<file path="src/rtl/if_fetch_stage_if.sv">
// if_fetch_stage_if: instruction-memory request/response channel between fetch stage and memory
interface if_fetch_stage_if;
  logic        req;
  logic [31:0] addr;
  logic        ready;
  logic        rvalid;
  logic [31:0] rdata;
  modport master (output req, output addr, input ready, input rvalid, input rdata);
  modport slave  (input req, input addr, output ready, output rvalid, output rdata);
endinterface

</file>
<file path="src/rtl/if_fetch_stage.sv">
// if_fetch_stage: credit-limited instruction fetch with response buffer, freeze hold and branch redirect
module if_fetch_stage #(
  parameter logic [31:0] RESET_PC = 32'h0000_0000,
  parameter int          DEPTH    = 2
) (
  input  logic             clk,
  input  logic             rst,
  input  logic             freeze,
  input  logic             Branch_taken,
  input  logic [31:0]      Branch_Address,
  if_fetch_stage_if.master imem,
  output logic [31:0]      PC,
  output logic [31:0]      Instruction,
  output logic             valid
);
  localparam int PW = $clog2(DEPTH);
  localparam int CW = $clog2(DEPTH + 1);
  logic [31:0]   r_fetch_pc;
  logic [CW-1:0] r_inflight, r_drop_cnt, r_count;
  logic [PW-1:0] r_wr, r_rd, r_aq_wr, r_aq_rd;
  logic [31:0]   r_aq   [DEPTH];
  logic [31:0]   r_addr [DEPTH];
  logic [31:0]   r_word [DEPTH];
  logic [CW:0]   w_used;
  logic          w_accept, w_resp, w_drop, w_push, w_pop;
  assign w_used      = {1'b0, r_inflight} + {1'b0, r_count};
  assign imem.req    = rst & ~Branch_taken & (w_used < (CW+1)'(DEPTH));
  assign imem.addr   = r_fetch_pc;
  assign w_accept    = imem.req & imem.ready;
  assign w_resp      = imem.rvalid & (r_inflight != '0);
  assign w_drop      = w_resp & (r_drop_cnt != '0);
  assign w_push      = w_resp & ~w_drop & ~Branch_taken;
  assign w_pop       = valid & ~freeze & ~Branch_taken;
  assign valid       = r_count != '0;
  assign PC          = valid ? r_addr[r_rd] + 32'd4 : '0;
  assign Instruction = valid ? r_word[r_rd] : '0;
  always_ff @(posedge clk or negedge rst) begin
    if (!rst) begin
      r_fetch_pc <= RESET_PC;
      r_inflight <= '0;
      r_drop_cnt <= '0;
      r_count    <= '0;
      r_wr       <= '0;
      r_rd       <= '0;
      r_aq_wr    <= '0;
      r_aq_rd    <= '0;
    end else begin
      r_fetch_pc <= Branch_taken ? Branch_Address : w_accept ? r_fetch_pc + 32'd4 : r_fetch_pc;
      r_inflight <= r_inflight + CW'(w_accept) - CW'(w_resp);
      // every outstanding request is wrong-path after a redirect, so the drop count tracks inflight
      r_drop_cnt <= Branch_taken ? r_inflight - CW'(w_resp) : r_drop_cnt - CW'(w_drop);
      r_count    <= Branch_taken ? '0 : r_count + CW'(w_push) - CW'(w_pop);
      r_wr       <= r_wr + PW'(w_push);
      r_rd       <= Branch_taken ? r_wr : r_rd + PW'(w_pop);
      r_aq_wr    <= r_aq_wr + PW'(w_accept);
      r_aq_rd    <= r_aq_rd + PW'(w_resp);
    end
  end
  always_ff @(posedge clk) begin
    if (w_accept) r_aq[r_aq_wr] <= r_fetch_pc;
    if (w_push) begin
      r_addr[r_wr] <= r_aq[r_aq_rd];
      r_word[r_wr] <= imem.rdata;
    end
  end
endmodule

</file>
<file path="src/flat_wrapper.sv">
// flat-port wrapper written by rule: the top's interface ports become plain ports
module if_fetch_stage_flat 
#(
  parameter logic [31:0] RESET_PC = 32'h0000_0000,
  parameter int          DEPTH    = 2
)
  (clk, rst, freeze, Branch_taken, Branch_Address, PC, Instruction, valid, imem_req, imem_addr, imem_ready, imem_rvalid, imem_rdata);
  if_fetch_stage_if imem_i ();
  input  logic clk;
  input  logic rst;
  input  logic freeze;
  input  logic Branch_taken;
  input  logic [31:0] Branch_Address;
  output logic [31:0] PC;
  output logic [31:0] Instruction;
  output logic valid;
  output wire logic [$bits(imem_i.req)-1:0] imem_req;
  output wire logic [$bits(imem_i.addr)-1:0] imem_addr;
  input wire logic [$bits(imem_i.ready)-1:0] imem_ready;
  input wire logic [$bits(imem_i.rvalid)-1:0] imem_rvalid;
  input wire logic [$bits(imem_i.rdata)-1:0] imem_rdata;
  assign imem_req = imem_i.req;
  assign imem_addr = imem_i.addr;
  assign imem_i.ready = imem_ready;
  assign imem_i.rvalid = imem_rvalid;
  assign imem_i.rdata = imem_rdata;
  if_fetch_stage #(.RESET_PC(RESET_PC), .DEPTH(DEPTH)) u_core (.clk(clk), .rst(rst), .freeze(freeze), .Branch_taken(Branch_taken), .Branch_Address(Branch_Address), .imem(imem_i), .PC(PC), .Instruction(Instruction), .valid(valid));
endmodule
</file>
<file path="config.mk">
export PLATFORM = sky130hd
export DESIGN_NAME = if_fetch_stage_flat
export DESIGN_NICKNAME = d
export VERILOG_FILES = /design/src/rtl/if_fetch_stage_if.sv /design/src/rtl/if_fetch_stage.sv /design/src/flat_wrapper.sv
export SDC_FILE = /design/constraint.sdc
export NUM_CORES = 1
export LEC_CHECK = 0
export ABC_AREA = 1
export BUFFER_PORTS_ARGS = -buffer_cell sky130_fd_sc_hd__buf_2
export CAP_MARGIN = 10
export CORE_UTILIZATION = 30
export CTS_CLUSTER_SIZE = 12
export DETAILED_ROUTE_END_ITERATION = 8
export HOLD_SLACK_MARGIN = 0.06
export PLACE_DENSITY = 0.58
export RECOVER_POWER = 100
export SYNTH_ARGS = -nofsm -noshare
export SYNTH_HDL_FRONTEND = slang
export SYNTH_SLANG_ARGS = --single-unit
</file>
<file path="constraint.sdc">
create_clock -name clk -period 7.2 [get_ports clk]
set_input_delay 0.36 -clock clk [delete_from_list [all_inputs] [get_ports clk]]
set_output_delay 0.36 -clock clk [all_outputs]
set_load 0.01 [all_outputs]
</file>
# Yosys cells after proc, flatten, opt, wreduce, memory -nomap -nowiden
# Memory sizes are Yosys's and may differ from the RTL's.
# Index checks and enable logic that the tools add are counted.
# Widths: inputs -> output; s select.
# totals
regBits,42
ram_bits,192
inputBits,70
out_inout_bits,98
word_cells,52
mem_count,3
# classes
addsub,13
magnitude_cmp,1
mux,11
bitwise_logic,12
n_reduce_logical,4
# memory_table
name,words,width,read_ports,rd_ports_with_merged_regs,write_ports,line_no,text
u_core.r_addr,2,32,1,0,1,if_fetch_stage.sv:22,logic [31:0] r_addr [DEPTH];
u_core.r_aq,2,32,1,0,1,if_fetch_stage.sv:21,logic [31:0] r_aq [DEPTH];
u_core.r_word,2,32,1,0,1,if_fetch_stage.sv:23,logic [31:0] r_word [DEPTH];
# ops
operator,n
$mux 32,4
$add 32x3->32 const B,2
$and 1x1->1,9
$reduce_bool 2->1,4
$sub 2x1->2,4
$mux 1,5
$add 1x1->1,4
$add 2x1->2,2
$mux 2,2
$add 2x2->3,1
$lt 3x2->1 const B,1
$not 1->1,3

# Depth between registers and ports, before layout
# depth
depth_word,9
ltp_mapped,14
ltp_nobuf,12

# Least setup slack after synthesis
# OpenSTA, ideal clock, no wires.
# synth_path
path_type,input port to flip-flop
startpoint,input port Branch_taken
endpoint,memory u_core.r_addr[0][0] (enable)
setup_time_ps,429
arrival_time_ps,2799
t_required_ps,6771
path_slack_ps,3972
cell_stages,4
n_path_buf,2
path_cell_list,buf_2 clkbuf_1 nor4_1 ha_1
# synth_via
elab_chain_len,4
# synth_lines
element,line_no,text
"start, declared",flat_wrapper.sv:12,input logic Branch_taken;
$not 1->1,if_fetch_stage.sv:32,assign w_push = w_resp & ~w_drop & ~Branch_taken;
$and 1x1->1,if_fetch_stage.sv:32,
$mux 1,if_fetch_stage.sv:61,if (w_push) begin
$mux 1 (implied by the code),if_fetch_stage.sv:62,r_addr[r_wr] <= r_aq[r_aq_rd];
"end, declared",if_fetch_stage.sv:22,
# Every way passes these cells.

# Worst setup path after layout
# layout_path
startpoint,input port rst
endpoint,register u_core.r_fetch_pc[20] (netlist: u_core.imem.addr[20])
# layout_via
elab_chain_len,4
# layout_lines
element,line_no,text
"start, declared",flat_wrapper.sv:10,input logic rst;
$and 1x1->1 (2 in series),if_fetch_stage.sv:27,assign imem.req = rst & ~Branch_taken & (w_used < (CW+1)'(DEPTH));
$and 1x1->1,if_fetch_stage.sv:29,assign w_accept = imem.req & imem.ready;
$reduce_bool 2->1 (no line),--,
"end signal, assigned",if_fetch_stage.sv:48,r_fetch_pc <= Branch_taken ? Branch_Address : w_accept ? r_fetch_pc + 32'd4 : r_fetch_pc;
"end, declared",if_fetch_stage.sv:18,logic [31:0] r_fetch_pc;
# Every way passes these cells.
# A chain may end at the register's enable or synchronous reset.

==> impl_results.md <==
* Main synth FF type: edfxtp_1
* Tcrit/Tclk final at 0.671
* Area growth from synthesis to layout at 20.7%
* Total inserted antenna cells at 0
* Via count at 8944
* Critical Path Sink Type: flop
* PortBufs at 167
* Slack of the critical path at 2.37 ns
* Root Buffer: clkbuf_16
* Bufs on Longest Clock Path at 3
* Max_slew headroom at -1.56
* Pwr Total at 0.00441 W
* Initial DRC count at 694
* Crit path kind: in -> reg
* EDFF count, synth at 192
* YS warnings at 0
* Row count at 71
* Maximum clock rate at 0.207 GHz
* Finished Layout Cells at 2008
* Worst-path clk slew at 0.06 ns
* Clock share of power at 0.302
* PwrDens at 320 nW/µm²
* Max-capacitance violation count at 6
* FF+latch count, synth at 234
* Worst R2R End: u_core.r_addr[0][6]$_DFFE_PP_
* Synth Instances at 1279
* Total track usage at 0.147
* Avg Synthesized Cell Area at 8.93 µm²
* Worst min-delay path startpoint: Branch_Address[3]
* CTS tree: done
* Core area at 37600 µm²
* Maximum vdd drop at 0.000205 V
* Most common cell in the netlist: nand2_1
* Starting Density at 0.304
* Seq pwr share at 0.411
* Most frequent cell on the critical path: o21ai_0
* Cell chain of the critical path: dlygate4sd3_1 -> buf_2 -> clkbuf_1 -> nand3_1 -> nor2_1 -> inv_1 -> nand2_1 -> o21ai_0 -> o21ai_0
* Routed Antenna Nets at 0
* Comb pwr share at 0.287
* Worst Tran Pin Value at 3.85 ns
* Hold/Removal Path Class: in -> reg
* Remaining DRCs at 0
* Sw power at 0.00156 W
* Cts bufs inserted at 26
* Sequential fraction of the synthesis area at 0.597
* Placed insts at 1925
* Critical-path top delay cell: clkbuf_1
* Post-DP HPWL at 19400 µm
* Worst Skew at 0.0100 ns
* Sw Share at 0.353
* Yosys top cell area share at 0.505
* FILL cells at 3866
* Outcome: finished with violations
* Yosys top cell by area: edfxtp_1
* Synth Net Count at 1361
* RR Startpoint: u_core.r_inflight[1]$_DFF_PN0_
* Crit path launch type: primary input
* Total grt overflow at 0
* Setup violators final at 0
* P_leak at 5.73 nW
* Post-synthesis cell type count at 38
* Nets at 1560
* Layout cells sized above 1 at 0.0915
* Multi-input gate area in the final layout at 3890 µm²
* R2R setup slack at 2.59 ns
* Period minus WS final at 4.83 ns
* Worst Path Arrival at 5.28 ns
* Post-DR vias/cell at 4.45
* Post-place setup slack at 3.96 ns
* Vias in the first global route at 8431
* Critical Path RT at 7.65 ns
* Final-report hold violation count at 0
* Register area at 6820 µm²
* GPL Wtd Cong at 0.904
* Critical Path Sink: u_core.imem.addr[20]$_DFFE_PN0P_
* Setup TNS at 0 ns
* I/O Pins at 168
* FF-to-FF path depth at 4
* Clock latency at the later pin of the worst-skew pair at 0.53 ns
* Async S/R FF share, synth at 0.179
* Initial antenna violation count at 0
* Final Slew Violations at 294
* Worst-path fanout max at 43
* Die Footprint at 38900 µm²
* Failing checks: max-capacitance violations, max-slew violations
* Largest stage delay on the critical path at 1.76 ns
* Post-placement cell area at 12800 µm²
* WL final at 28800 µm
* Synth Cell Area at 11400 µm²
* Internal power at 0.00286 W
* Clock Sinks at 234
* Unrepaired setup endpoints after global routing: no
* WL/cell at 14.3 µm
* Die W at 197 µm
* DR pass1 iterations at 6
* Most frequent cells after synthesis: 501 x nand2_1, 192 x edfxtp_1, 134 x nor2_1
* Die Span Y at 197 µm
* Fin area at 13800 µm²
* Global-route wire length before repair at 44900 µm
* Crit path from: rst
* Pin count of the biggest net entering global routing at 83
* H-tree levels at 1
* Synth top area cells: edfxtp_1 50%, nand2_1 16%, dfrtp_1 9.2%, nor2_1 4.4%, inv_1 3.9%
* Cts repair resizes at 0
## worst max-delay path: cells and delay by family
kind	cells	cell delay, ns
buffers and inverters	4	2.64
AND/OR/NAND/NOR	3	1.72
AO/OA/AOI/OAI	2	0.52
## metal layers
layer,global-route usage,share of wire,vias to the layer above
met3,0.0193,0.058,41
met2,0.223,0.44,285
met5,0,0,-
li1,-,-,4511
met4,0.0445,0.024,0
met1,0.216,0.48,4107
## area by class of cell
class,instances,share of cell area
tap,511,0.0464
clock inverter,8,0.00935
sequential,234,0.495
clock buffer,39,0.0536
multi-input combinational,881,0.282
inverter,122,0.0338
timing repair buffer,213,0.0803
## flip-flops by register name (all words and copies together) (netlist names)
| name | cells |
|---|---|
| u_core.r_addr | 64 |
| u_core.r_wr | 1 |
| u_core.r_aq_wr | 1 |
| u_core.r_aq_rd | 1 |
| u_core.r_drop_cnt | 2 |
| u_core.r_inflight | 2 |
| u_core.r_count | 2 |
| u_core.imem.addr | 32 |
| u_core.r_word | 64 |
| u_core.r_rd | 1 |
| u_core.r_aq | 64 |
## cell families (layout without fill, tap and decap cells)
kind of cell / count (synthesis) / count (layout) / synth area share
fa+ha+maj: 12 / 12 / 0.0138
xor+xnor: 14 / 14 / 0.0107
flops: 234 / 234 / 0.597
compound gates: 104 / 104 / 0.0479
buf+inv: 164 / 382 / 0.0614
simple gates: 751 / 751 / 0.269
## through the flow
stage,util,hold slack (ns)
after CTS,0.372,0.0856
after detailed placement,0.339,0.493
final,0.367,0.107
after global placement,0.339,0.501
after global routing,0.367,0.117
after floorplan,-,0.0644
## power by group through the flow
stage               clock, W  combinational (W)  sequential [W]
floorplan                  0           0.000888         0.00181
global placement           0            0.00128         0.00182
detailed placement         0            0.00129         0.00183
CTS                  0.00136            0.00132         0.00180
global route         0.00142            0.00144         0.00183
finish               0.00133            0.00127         0.00181
## worst min-delay path by stage
stage                                            to  slack, ns  depth (start not counted)
floorplan           u_core.imem.addr[0]$_DFFE_PN0P_       0.06                          0
global placement    u_core.imem.addr[0]$_DFFE_PN0P_       0.50                          2
detailed placement  u_core.imem.addr[0]$_DFFE_PN0P_       0.49                          2
CTS                 u_core.imem.addr[3]$_DFFE_PN0P_       0.09                          3
global route        u_core.imem.addr[7]$_DFFE_PN0P_       0.12                          3
finish              u_core.imem.addr[3]$_DFFE_PN0P_       0.11                          3
## what timing repair did
item                      in CTS  in global routing
setup buffers                  0                  0
hold endpoints to repair     109                  0
hold buffers                  36                  0
## layout by cell type, fill, tap and decap left out, types with 3 or more instances in the layout
master,Yosys,routed
xor2_1,11,11
nand2_2,24,23
xnor2_1,3,3
dlygate4sd3_1,0,36
clkbuf_1,21,130
a31oi_1,4,4
nand2_1,501,503
nand3b_1,3,3
buf_4,3,5
o21ai_0,38,39
a21oi_1,53,53
nor2_4,6,6
clkbuf_16,0,26
clkbuf_8,0,4
buf_2,11,49
clkinv_1,2,3
o22ai_1,3,3
nor2_1,134,135
nor3_1,13,13
ha_1,11,11
nand4_1,6,6
dfrtp_1,42,41
nor2_2,14,13
edfxtp_1,192,192
inv_1,118,119
nand3_1,44,44
bufinv_16,0,3
(Power assumes the default switching activity.)
